==> src/rtl/shm_pkg.sv <==
// Shared-memory arbiter package: address/word geometry, action encoding and
// the arbiter state enum shared by the arbiter and its round-robin picker.
package shm_pkg;

  localparam int SIZE      = 4;
  localparam int PROCSIZE  = 4;
  localparam int WORD_SIZE = 16;
  localparam int PAGE_SIZE = 2;

  localparam logic READ  = 1'b0;
  localparam logic WRITE = 1'b1;

  typedef enum logic [1:0] {
    IDLE  = 2'd0,
    ISSUE = 2'd1,
    BUSY  = 2'd2,
    ACK   = 2'd3
  } arb_state_t;

endpackage

==> src/rtl/shm_rr_pick.sv <==
// Combinational round-robin pick: first pending index strictly after
// last_grant, wrapping modulo N.
module shm_rr_pick
  import shm_pkg::*;
#(
  parameter int N     = 4,
  parameter int IDX_W = $clog2(N)
) (
  input  logic [N-1:0]     pending,
  input  logic [IDX_W-1:0] last_grant,
  output logic             valid,
  output logic [IDX_W-1:0] index
);

  logic [IDX_W:0]   sum;
  logic [IDX_W-1:0] cand;

  // One extra bit holds last_grant + k before the modulo-N fold.
  always_comb begin
    valid = 1'b0;
    index = '0;
    sum   = '0;
    cand  = '0;
    for (int k = 1; k <= N; k++) begin
      sum = {1'b0, last_grant} + (IDX_W+1)'(k);
      if (sum >= (IDX_W+1)'(N)) begin
        sum = sum - (IDX_W+1)'(N);
      end
      cand = sum[IDX_W-1:0];
      if (!valid && pending[cand]) begin
        valid = 1'b1;
        index = cand;
      end
    end
  end

endmodule

==> src/rtl/shm_req_arbiter.sv <==
// Toggle-handshake arbiter that funnels per-processor copy requests to one
// DMA engine. Optional BUSY watchdog enabled by defining SHM_ARB_TIMEOUT_EN.
module shm_req_arbiter
  import shm_pkg::*;
#(
  parameter  int PROC_CNT       = 4,
  parameter  int TIMEOUT_CYCLES = 255,
  localparam int IDX_W          = $clog2(PROC_CNT)
) (
  input  logic                               clock,
  input  logic                               reset,
  input  logic [PROC_CNT-1:0]                trigger,
  input  logic [PROC_CNT-1:0]                action,
  input  logic [PROC_CNT-1:0][SIZE-1:0]      ptr,
  input  logic [PROC_CNT-1:0][PROCSIZE-1:0]  copy_start,
  input  logic [PROC_CNT-1:0][PROCSIZE-1:0]  copy_length,
  output logic [PROC_CNT-1:0]                ack,
  output logic                               dma_req,
  output logic [IDX_W-1:0]                   dma_proc,
  output logic                               dma_action,
  output logic [SIZE-1:0]                    dma_ptr,
  output logic [PROCSIZE-1:0]                dma_copy_start,
  output logic [PROCSIZE-1:0]                dma_copy_length,
  input  logic                               dma_done,
  output logic                               busy,
  output logic                               timeout_err
);

  arb_state_t          state, next_state;
  logic [PROC_CNT-1:0] seen;
  logic [PROC_CNT-1:0] pending;
  logic [IDX_W-1:0]    last_grant;
  logic                pick_valid;
  logic [IDX_W-1:0]    pick_idx;
  logic                grant;
  logic                ack_fire;
  logic                tmo_hit;

  assign pending = trigger ^ seen;
  assign busy    = (state != IDLE);

  shm_rr_pick #(
    .N     (PROC_CNT),
    .IDX_W (IDX_W)
  ) u_pick (
    .pending    (pending),
    .last_grant (last_grant),
    .valid      (pick_valid),
    .index      (pick_idx)
  );

`ifdef SHM_ARB_TIMEOUT_EN
  localparam int CNT_W = $clog2(TIMEOUT_CYCLES + 1);

  logic [CNT_W-1:0] tmo_cnt;

  // Counter restarts on every entry to BUSY; the last counted cycle fires.
  assign tmo_hit = (state == BUSY) && !dma_done &&
                   (tmo_cnt == CNT_W'(TIMEOUT_CYCLES - 1));

  always_ff @(posedge clock or posedge reset) begin
    if (reset) begin
      tmo_cnt     <= '0;
      timeout_err <= 1'b0;
    end else begin
      if (state == BUSY) begin
        tmo_cnt <= tmo_cnt + CNT_W'(1);
      end else begin
        tmo_cnt <= '0;
      end
      if (tmo_hit) begin
        timeout_err <= 1'b1;
      end
    end
  end
`else
  assign tmo_hit     = 1'b0;
  assign timeout_err = 1'b0;
`endif

  always_comb begin
    next_state = state;
    grant      = 1'b0;
    ack_fire   = 1'b0;
    case (state)
      IDLE: begin
        if (pick_valid) begin
          grant      = 1'b1;
          next_state = ISSUE;
        end
      end
      ISSUE: next_state = BUSY;
      BUSY: begin
        if (dma_done || tmo_hit) begin
          ack_fire   = 1'b1;
          next_state = ACK;
        end
      end
      ACK:     next_state = IDLE;
      default: next_state = IDLE;
    endcase
  end

  // dma_req is registered off ISSUE so the pulse lands two edges after the
  // request; ack flips on the edge into ACK, one edge after dma_done.
  always_ff @(posedge clock or posedge reset) begin
    if (reset) begin
      state           <= IDLE;
      seen            <= '0;
      ack             <= '0;
      dma_req         <= 1'b0;
      last_grant      <= IDX_W'(PROC_CNT - 1);
      dma_proc        <= '0;
      dma_action      <= READ;
      dma_ptr         <= '0;
      dma_copy_start  <= '0;
      dma_copy_length <= '0;
    end else begin
      state   <= next_state;
      dma_req <= (state == ISSUE);
      if (grant) begin
        seen[pick_idx]  <= trigger[pick_idx];
        last_grant      <= pick_idx;
        dma_proc        <= pick_idx;
        dma_action      <= action[pick_idx];
        dma_ptr         <= ptr[pick_idx];
        dma_copy_start  <= copy_start[pick_idx];
        dma_copy_length <= copy_length[pick_idx];
      end
      if (ack_fire) begin
        ack[dma_proc] <= ~ack[dma_proc];
      end
    end
  end

endmodule

==> config.mk <==
export PLATFORM = sky130hd
export DESIGN_NAME = shm_req_arbiter
export DESIGN_NICKNAME = d
export VERILOG_FILES = /design/src/rtl/shm_pkg.sv /design/src/rtl/shm_rr_pick.sv /design/src/rtl/shm_req_arbiter.sv
export SDC_FILE = /design/constraint.sdc
export NUM_CORES = 1
export LEC_CHECK = 0
export BUFFER_PORTS_ARGS = -buffer_cell sky130_fd_sc_hd__buf_4
export CORE_AREA = 2 2 73 75
export DETAILED_ROUTE_END_ITERATION = 7
export DIE_AREA = 0 0 75 77
export PLACE_DENSITY = 0.66
export REMOVE_ABC_BUFFERS = 1
export SETUP_SLACK_MARGIN = 0.4
export SYNTH_ARGS = -nofsm -noshare
export SYNTH_HDL_FRONTEND = slang
export SYNTH_SLANG_ARGS = --single-unit
==> constraint.sdc <==
create_clock -name clock -period 3.8 [get_ports clock]
set_input_delay 0.57 -clock clock [delete_from_list [all_inputs] [get_ports clock]]
set_output_delay 0.57 -clock clock [all_outputs]
set_load 0.01 [all_outputs]
* Yosys cells after proc, flatten, opt, wreduce, memory -nomap -nowiden
Cells that the tools add are included.
Storage, ports and cells: flip-flop bits (word level) 28, latch bits 0, RAM bits 0, memory bits (read-only) 0, bits of input ports 59, logic and storage cells 93, memories 0
Operators by class: add/sub/neg operators 8, multiply operators 0, divide/modulo/power cells 0, $lt $le $gt $ge 12, equality and inequality tests 5, shift-type cells 0, muxes and demuxes 45, bitwise operators 2, reductions and logical operators 11
Operators with widths (number):
- 4-bit binary-select mux with 2-bit select | 3
- 2-bit 2-to-1 mux | 10
- 2-bit by 3-bit less-than comparator with 1-bit output (second input constant) | 6
- 1-bit 2-to-1 mux | 17
- 1-bit binary-select mux with 2-bit select | 7
- 3-bit greater-or-equal comparator (second input constant) | 4
- 4-bit 2-to-1 mux | 3
- 4-bit bitwise mux | 2
- 2-bit case mux with 4 select lines | 1
- 2-bit by 1-bit subtractor with 2-bit output (second input constant) | 4
- 2-bit by 2-bit adder with 3-bit output (second input constant) | 2
- 1-bit logical AND | 5
- 1-bit demux with 2-bit select | 2
- 2-bit == test (second input constant) | 2
- 2-bit by 1-bit greater-or-equal comparator with 1-bit output (second input constant) | 2
- 2-bit != test (second input constant) | 2
- 4-bit bitwise XOR | 1
- 2-bit by 1-bit adder with 3-bit output (second input constant) | 1
- 2-bit by 3-bit adder with 3-bit output (second input constant) | 1
- 1-bit logical NOT | 3
- 2-bit by 1-bit == test with 1-bit output (second input constant) | 1
- 2-bit logical NOT | 1
- 2-bit AND reduction | 1
- 2-bit nonzero test | 1
- 1-bit inverter | 1

* Depth between registers and ports, before layout
Gate-level depths: netlist of the first run.
word-level depth 20, depth in mapped cells 7, mapped depth without buffers 6

* By module
From an unflattened synthesis of the first run, not the netlist that was laid out.
Unflattened totals: cell total of the unflattened synthesis 147, area total of the unflattened synthesis 1637.8 sq um
By module, submodules not included:
- shm_req_arbiter | times used 1, cells an instance 133, area an instance 1546.5 sq um, sequential area each 703.2 sq um
- shm_rr_pick | times used 1, cells an instance 14, area an instance 91.3 sq um, sequential area each 0.0 sq um

* Worst setup path after synthesis of the first run
No wires, ideal clock.
path kind input port to flip-flop, from input trigger[1], to register dma_action, library setup time 0.141 ns, arrival time 2.017 ns, path slack 1.642 ns, cell stages on the path 6, cell sequence xor2_1 > a22o_1 > nor3_4 > buf_6 > mux2i_1 > o221ai_2
On the way: word-level cells in the longest chain between the ends 15, elaborated cells on any way between the ends 27, classes of those cells mux (20); bitwise (1); reduce/logical (6)
Ends and longest elaborated chain:
- start, declared | line shm_req_arbiter.sv:12 | input logic [PROC_CNT-1:0] trigger,
- 4-bit bitwise XOR * | line shm_req_arbiter.sv:39 | assign pending = trigger ^ seen;
- 1-bit binary-select mux with 2-bit select | line shm_rr_pick.sv:30 | if (!valid && pending[cand]) begin
- 1-bit 2-to-1 mux (implied by the code) | line shm_rr_pick.sv:30
- 1-bit 2-to-1 mux | line shm_rr_pick.sv:30
- 1-bit logical NOT | line shm_rr_pick.sv:30
- 1-bit logical AND | line shm_rr_pick.sv:30
- 1-bit 2-to-1 mux | line shm_rr_pick.sv:30
- 1-bit logical NOT | line shm_rr_pick.sv:30
- 1-bit logical AND | line shm_rr_pick.sv:30
- 1-bit 2-to-1 mux | line shm_rr_pick.sv:30
- 1-bit logical NOT | line shm_rr_pick.sv:30
- 1-bit logical AND | line shm_rr_pick.sv:30
- 2-bit 2-to-1 mux / 1-bit 2-to-1 mux (equally long branches) | line shm_rr_pick.sv:30
- 1-bit binary-select mux with 2-bit select / 1-bit 2-to-1 mux (equally long branches) | line shm_req_arbiter.sv:125, shm_req_arbiter.sv:87
- 1-bit 2-to-1 mux (on tied branches) | line shm_req_arbiter.sv:125, shm_req_arbiter.sv:85
- end signal, assigned | line shm_req_arbiter.sv:125 | dma_action <= action[pick_idx];
- end, declared | line shm_req_arbiter.sv:20 | output logic dma_action,
Every way passes the cells marked *; elsewhere a longest branch is shown, timed or not. The select of a mux whose other input is x is not followed. A chain may end at the register's enable or synchronous reset.

* Worst setup path after layout of the first run
from register seen[1], to register seen[1]
On the way: word-level cells in the longest chain between the ends 18, elaborated cells on any way between the ends 33, classes of those cells order compare (2); mux (23); bitwise (1); reduce/logical (7)
Ends and longest elaborated chain:
- start, declared | line shm_req_arbiter.sv:30 | logic [PROC_CNT-1:0] seen;
- start signal, assigned by index | line shm_req_arbiter.sv:122 | seen[pick_idx] <= trigger[pick_idx];
- 4-bit bitwise XOR | line shm_req_arbiter.sv:39
- 1-bit binary-select mux with 2-bit select | line shm_rr_pick.sv:30
- 1-bit 2-to-1 mux (implied by the code) | line shm_rr_pick.sv:30
- 1-bit 2-to-1 mux | line shm_rr_pick.sv:30
- 1-bit logical NOT | line shm_rr_pick.sv:30
- 1-bit logical AND | line shm_rr_pick.sv:30
- 1-bit 2-to-1 mux | line shm_rr_pick.sv:30
- 1-bit logical NOT | line shm_rr_pick.sv:30
- [2 not listed]
- 1-bit logical NOT | line shm_rr_pick.sv:30
- 1-bit logical AND | line shm_rr_pick.sv:30
- 2-bit 2-to-1 mux | line shm_rr_pick.sv:30
- 2-bit by 3-bit less-than comparator with 1-bit output (implied by the code) / 2-bit by 1-bit greater-or-equal comparator with 1-bit output (equally long branches) | line shm_req_arbiter.sv:122
- 1-bit logical AND (implied by the code) | line shm_req_arbiter.sv:122
- 1-bit 2-to-1 mux (implied by the code) | line shm_req_arbiter.sv:122
- 1-bit demux with 2-bit select | line shm_req_arbiter.sv:122
- 4-bit bitwise mux | line shm_req_arbiter.sv:122
Parallel ways exist; a longest one is shown, timed or not. The select of a mux whose other input is x is not followed.

==> results of run 1 <==
power by group:
group	internal (W)	leakage (nW)	total, W	switching, W
Sequential	0.000465	0.332	0.000588	0.000122
Combinational	0.000725	0.902	0.00156	0.000834
Clock	0.000141	0.0357	0.000244	0.000103
Total	0.00133	1.27	0.00239	0.00106
registers in the layout (all words and copies together) (netlist names):
register,count
dma_action,1
dma_copy_length,4
last_grant,2
ack,4
dma_ptr,4
dma_copy_start,4
state,2
dma_req,1
dma_proc,2
seen,4
kinds of logic after synthesis:
group | count (synthesis)
xor+xnor | 10
buf+inv | 13
flops | 28
other cells | 1
simple gates | 56
fa+ha+maj | 4
mux | 26
compound gates | 44
final cells by class:
cell class / count / area [um2] / share of cell area, %
clock inverters: 1 / 30.03 / 1.137
flip-flops and latches: 28 / 703.2 / 26.64
clock buffers: 3 / 41.29 / 1.564
inverters: 6 / 22.52 / 0.8531
repair buffers: 84 / 630.6 / 23.89
multi-input cells: 141 / 1125 / 42.61
well taps: 70 / 87.58 / 3.318
synthesized netlist by cell type, types with 2 or more instances:
library cell  number  area share (%)
dfstp_2            2             2.8
ha_1               4             2.6
nand4_1            7             2.3
nor2_1            18             3.5
o31ai_1            5             2.0
dfrtp_1           26              34
mux2_2             4             2.4
a21oi_1            3            0.79
o21ai_1            2            0.53
a211oi_2           2             1.3
o221ai_1           2            0.92
xor2_2             3             2.6
xor2_1             2            0.92
nand2b_1           5             1.6
mux2i_1           21              11
inv_1              6             1.2
o221ai_2           6             4.7
a22oi_1            6             2.4
nand2_1           19             3.7
xnor2_1            5             2.3
o21a_1             2            0.79
o221a_1            2             1.2
o221a_2            3             1.8
buf_2              2            0.53
buf_4              2            0.79
path summary, 6_finish.rpt:
check | start | end | cells after the start | slack (ns)
worst max-delay path | seen[1] | seen[1] | 6 | 1.42
worst min-delay path | ack[0] | ack[0] | 1 | 0.49
worst max register to register | seen[1] | seen[1] | 6 | 1.42
worst min register to register | ack[0] | ack[0] | 1 | 0.49
max in group asynchronous | reset | dma_ptr[2] | 3 | 2.66
min in group asynchronous | reset | ack[2] | 2 | 0.51
worst register-to-register path, stage by stage, from the launching register on:
cell and delay [ns]:
dfrtp_1 0.42, xor2_1 0.44, a22o_1 0.41, nor3_4 0.09, buf_4 0.23, a211oi_1 0.34, mux2_1 0.35
placed cells by master (no fill, tap or decap), drive strengths merged, types with 2 or more instances in the layout:
master,n
buf,84
dfrtp,26
mux2i,21
nand2,19
nor2,18
o221ai,8
nand4,7
inv,6
a22oi,6
xnor2,5
o31ai,5
nand2b,5
mux2,5
xor2,5
a21oi,5
o221a,5
ha,4
clkbuf,3
o21ai,3
a211oi,3
o21a,2
dfstp,2
nor3,2
a211o,2
metrics by stage:
stage                     setup slack (ns)  std cells  hold WS, ns  util (%)  cell area [um2]
after global placement               1.203        329       0.4665     51.61             2569
after floorplan                      1.158        175       0.4996         -             1851
after global routing                 1.200        333       0.5061     53.04             2640
final                                1.419        333       0.4890     53.04             2640
after detailed placement             1.152        329       0.4642     51.61             2569
after CTS                            1.389        333       0.4873     53.04             2640
metal layers:
metal / GRT usage (%) / routed length (um) / vias to the layer above
met4: 2.143 / 21 / 0
li1: - / - / 835
met1: 24.32 / 2165 / 795
met5: 0 / 0 / -
met2: 25.61 / 2257 / 55
met3: 3.154 / 351 / 4
==> results summary, run 1 <==
The worst setup path is launched from a register. The die covers 5775 um2. On the worst path, the slowest cell contributes a delay of 0.44 ns.

The total grt overflow is 0. The critical path required time is 3.97 ns. In this run the mean area of a mapped cell was 10.47 um2. The number of iterations in the first detailed-routing pass is 4. The number of nets still failing antenna checks after routing came out at 0.

The global-route wire length before repair came out at 7.576 mm. The design draws 0.002390 W. The relative slew slack came out at 34.98%. By area, the combinational part of the netlist is dominated by compound AO/OA/AOI/OAI gates. The pin count of the biggest net entering global routing is 26. The later pin in the worst-skew pair is clocked with a latency of 0.28 ns. The fraction of the mapped netlist area in simple logic gates is 13.92%. The H-tree depth reported by CTS came out at 1. Setup repair after global routing left no endpoint under its margin. The weighted congestion at the end of routability-driven global placement came out at 0.7947.

The highest attainable clock frequency came out at 419.9 MHz. The worst-margin pin slew came out at 0.9742 ns. Buffers added to address setup during post-CTS repair amount to 0. The die boundary width is 75 um. The mux contribution to synthesized area came out at 13.99%.

Across every metal layer, demand over resource in global routing totals 16.49%. Summing the areas of all fa, ha and maj instances in the mapped netlist gives 2.626% of the synthesized area. The share of flip-flops with an asynchronous set or reset after synthesis came out at 100.0%. The leakage power came out at 1.270 nW. The number of rows in the core area is 26.

The flow ran to the end, and the final reports show no timing, DRC or antenna violations. The largest buffer count on any clock path came out at 2. The hold violation count in the final report is 0. The distinct cell type count after synthesis is 48.

The number of nets in the final layout is 327. Once detailed placement completed, the half-perimeter wirelength came to 3.688 mm. The via count normalized by instance count came out at 5.072.

The core outline area is 4977 um2. Once the floorplan was initialized, standard cells occupied 38.29% of the core. The number of enable flip-flop cells after synthesis is 0. The most used flip-flop cell after synthesis is dfrtp_1. The critical path goes through xor2_1 > a22o_1 > nor3_4 > buf_4 > a211oi_1 > mux2_1. STA puts the critical path data arrival time at 2.55 ns. Summing the areas of all compound-gate instances in the mapped netlist gives 22.52% of the synthesized area. Grouping stages by cell kind, the critical path spends the most delay in compound AO/OA/AOI/OAI gates.

The sum of negative setup slack is 0 ns. The element type at the critical path end is a register. The number of buffers and inverters on the critical path is 1. The worst supply voltage drop on vdd came out at 0.4068 mV. The share of post-route cells with drive strength above 1 is 42.97%.

The clock arrives with 0.002850 ns of skew. The part of the Yosys area used for sequential elements is 36.90%. The number of vias after detailed routing is 1689.

Synthesis inferred 28 register bits. Power spread over the standard cell area amounts to 905.4 nW/um2. The number of clock buffers inserted by TritonCTS came out at 3. In the final routed layout, each cell accounts on average for 14.40 um.

In this run the tool buffered the top-level ports with 79 buffer cells. The minimum clock period after layout came out at 2.381 ns. The number of buffers inserted for hold repair after clock tree synthesis is 0. The cell count after synthesis came out at 182. The total of fill cells in the finished design came out at 483. The area of the mapped netlist came out at 1906 um2.

The diode insertion count for antenna repair is 0. The total wire length came out at 4.796 mm. The setup-violating endpoint count in the final report came out at 0. The root buffer cell chosen for the clock tree is clkbuf_8. The area added between synthesis and finish came out at 38.54%. The share of the clock period used by the worst path after layout came out at 62.66%. Among all stages on the critical path, the largest delay is contributed by xor2_1.

The number of max-slew violations in the final report was 0. The number of max-cap violations came out at 0. TritonCTS built the clock tree. The maximum fanout along the worst path is 15.

The Yosys step of the flow raised 0 warnings. The tree built by TritonCTS fans out to 28 sinks. The worst setup path is of the register to register kind.

The violation count after the first detailed-routing iteration came out at 138. The number of global-route vias before repair is 1650. The clock slew seen by the registers of the worst setup and hold paths came out at 0.11 ns. The number of top-level pins came out at 81. The path class of the tightest hold or removal check is register to register. The parity-gate share of the synthesized area counting xor and xnor cells is 5.778%. The die outline height is 77 um. The post-cts repair resize count is 0. The initial antenna violation count was 0.

For this run, design rule violations remaining after detail routing come to 0.
(Power assumes the default switching activity.)
==> inputs of run 2 (changes only) <==
==> constraint.sdc (replaced) <==
create_clock -name clock -period 2.27 [get_ports clock]
set_input_delay 0.3405 -clock clock [delete_from_list [all_inputs] [get_ports clock]]
set_output_delay 0.3405 -clock clock [all_outputs]
set_load 0.01 [all_outputs]
==> results summary, run 2 (same netlist as run 1, synthesis figures left out) <==
The number of top-level pins is 81 (unchanged). The die outline height was 77 um (unchanged). The global router's overall resource usage is 20.93% (was 16.49%). The clock root buffer is clkbuf_8 (unchanged). The clock slew seen by the registers of the worst setup and hold paths came out at 0.10 ns (was 0.11 ns). The share of post-route cells with drive strength above 1 is 59.80% (was 42.97%). The most common library cell in the layout ignoring fill and taps is buf_4 (unchanged).

Run status: complete, no violations (unchanged). The total wire length came out at 6.022 mm (was 4.796 mm). The number of global-route vias before repair is 1995 (was 1650).

The worst hold slack came out at 0.1130 ns (was 0.4890 ns). The starting density of the core is 38.29% (unchanged). The die boundary width is 75 um (unchanged). The data arrival at the endpoint of the critical path is 2.23 ns (was 2.55 ns). Unrepaired setup endpoints after global routing: true (was false).

The end-of-flow core utilization came out at 66.77% (was 53.04%). Commonest cells after routing, fill and taps aside: buf_4, dfrtp_1, nand2_1 (was buf_4, dfrtp_1, mux2i_1). The area of the die is 5775 um2 (unchanged). The area added between synthesis and finish came out at 74.39% (was 38.54%).

The cell area power density was 1753 nW/um2 (was 905.4 nW/um2). The largest buffer count on any clock path came to 2 (unchanged). The global-route wire length before repair came out at 9.480 mm (was 7.576 mm). The number of clock buffers inserted by TritonCTS is 3 (unchanged).

The worst supply voltage drop on vdd is 0.8204 mV (was 0.4068 mV). The number of rows in the core area came out at 26 (unchanged). The top metal layer carrying routed signals is met4 (unchanged). The critical path required time came out at 2.45 ns (was 3.97 ns).

The largest clock skew in the final design is 0.004885 ns (was 0.002850 ns). The weighted congestion at the end of routability-driven global placement is 0.8460 (was 0.7947). The maximum fanout along the worst path came out at 5 (was 15). The register cell area after layout came out at 706.9 um2 (was 703.2 um2). The number of max-cap violations is 0 (unchanged). The violation count after the first detailed-routing iteration came to 92 (was 138). The total grt overflow came out at 0 (unchanged). The number of I/O port buffers came out at 79 (unchanged).

The critical path startpoint category was a register (unchanged). The element type at the critical path end was a register (unchanged). The number of nets still failing antenna checks after routing came out at 0 (unchanged). The share of the clock period used by the worst path after layout is 90.32% (was 62.66%). The total routed wire length on the met1 layer is 2.396 mm (was 2.165 mm).

The critical path start-end classification was register to register (unchanged). The minimum clock period after layout came out at 2.050 ns (was 2.381 ns). The pin count of the biggest net entering global routing is 29 (was 26).

The CTS tree is built (unchanged). The highest attainable clock frequency is 487.8 MHz (was 419.9 MHz). The total half-perimeter wirelength after legalization and detailed placement is 3.619 mm (was 3.688 mm). The initial antenna violation count came out at 0 (unchanged). The leakage power came to 1.537 nW (was 1.270 nW). The diode insertion count for antenna repair is 0 (unchanged). The core outline area is 4977 um2 (unchanged).

The combined area of the multi-input logic cells is 1359 um2 (was 1125 um2). The number of nets in the final layout is 365 (was 327). The hold violation count in the final report is 0 (unchanged).

The area of all placed cells without fillers is 3323 um2 (was 2640 um2). The worst hold-check path type is input pin to async pin (was register to register). The via count normalized by instance count is 5.199 (was 5.072). The total met3 wirelength after detailed routing is 404 um (was 351 um). The clock network latency to the later pin of the worst-skew pair is 0.28 ns (about the same). The H-tree depth reported by CTS came to 1 (unchanged). The final total power is 0.005824 W (was 0.002390 W). The total of fill cells in the finished design is 379 (was 483).

The routed wire length per instance came to 16.23 um (was 14.40 um). The worst setup slack before clock tree synthesis is 0.1303 ns (was 1.152 ns). The post-route worst setup slack came to 0.2198 ns (was 1.419 ns). The routed length on met2 was 3.127 mm (was 2.257 mm). The number of iterations in the first detailed-routing pass came out at 5 (was 4). The number of remaining DRC errors is 0 (unchanged). The placed cell area is 2619 um2 (was 2569 um2). The number of max-slew violations in the final report is 0 (unchanged). The number of vias after detailed routing is 1929 (was 1689). The total clock sinks is 28 (unchanged).

The setup-violating endpoint count in the final report came out at 0 (unchanged).
[run 2: changes by cell type in the layout (fill, tap and decap cells not counted), sizes merged]
cell / change
buf: +38
[run 2: what timing repair did]
action | CTS | global route
endpoints found under the setup margin | 18 | 18
gates resized for setup | 46 | 17
setup buffers | 26 | 3
gates cloned | 4 | 0
hold buffers | 0 | 0
pin swaps | 20 | 10
[run 2: worst max-delay path: stages, from the launching register on]
cell	delay, ns
dfrtp_2	0.46
xor2_4	0.23
a211oi_4	0.32
nor3_4	0.08
buf_6	0.14
buf_6	0.12
nor4_4	0.27
mux2_4	0.32
[run 2: path summary, 6_finish.rpt]
kind	from	endpoint	slack, ns	cells after the start
setup reg to reg	seen[0]	seen[3]	0.22	7
min in group clock	trigger[0]	seen[0]	0.33	2
max in group asynchronous	reset	last_grant[1]	1.84	3
hold / removal	reset	dma_copy_length[0]	0.11	3
setup / recovery	seen[0]	seen[3]	0.22	7
hold reg to reg	ack[0]	ack[0]	0.48	1
[run 2: cell type report]
cell class | instances | area share, %
multi-input cells | 141 | 40.89
repair buffers | 122 | 32.38
flip-flops and latches | 28 | 21.27
well taps | 70 | 2.636
clock buffers | 3 | 1.242
clock inverters | 1 | 0.9036
inverters | 6 | 0.6777
[run 2: power by group]
group	switching, W	internal (W)
Combinational	0.00193	0.00246
Clock	0.000170	0.000236
Sequential	0.000238	0.000784
[run 2: through the flow]
step	std cells	TNS (ns)
CTS	368	0
detailed placement	334	0
global placement	334	0
global route	371	0
finish	371	0
floorplan	175	-2.441
[run 2: layer usage]
metal,GRT usage [%],vias to the layer above
met2,36.67,85
met4,4.286,0
met1,26.56,914
met5,0,-
li1,-,917
met3,3.417,13
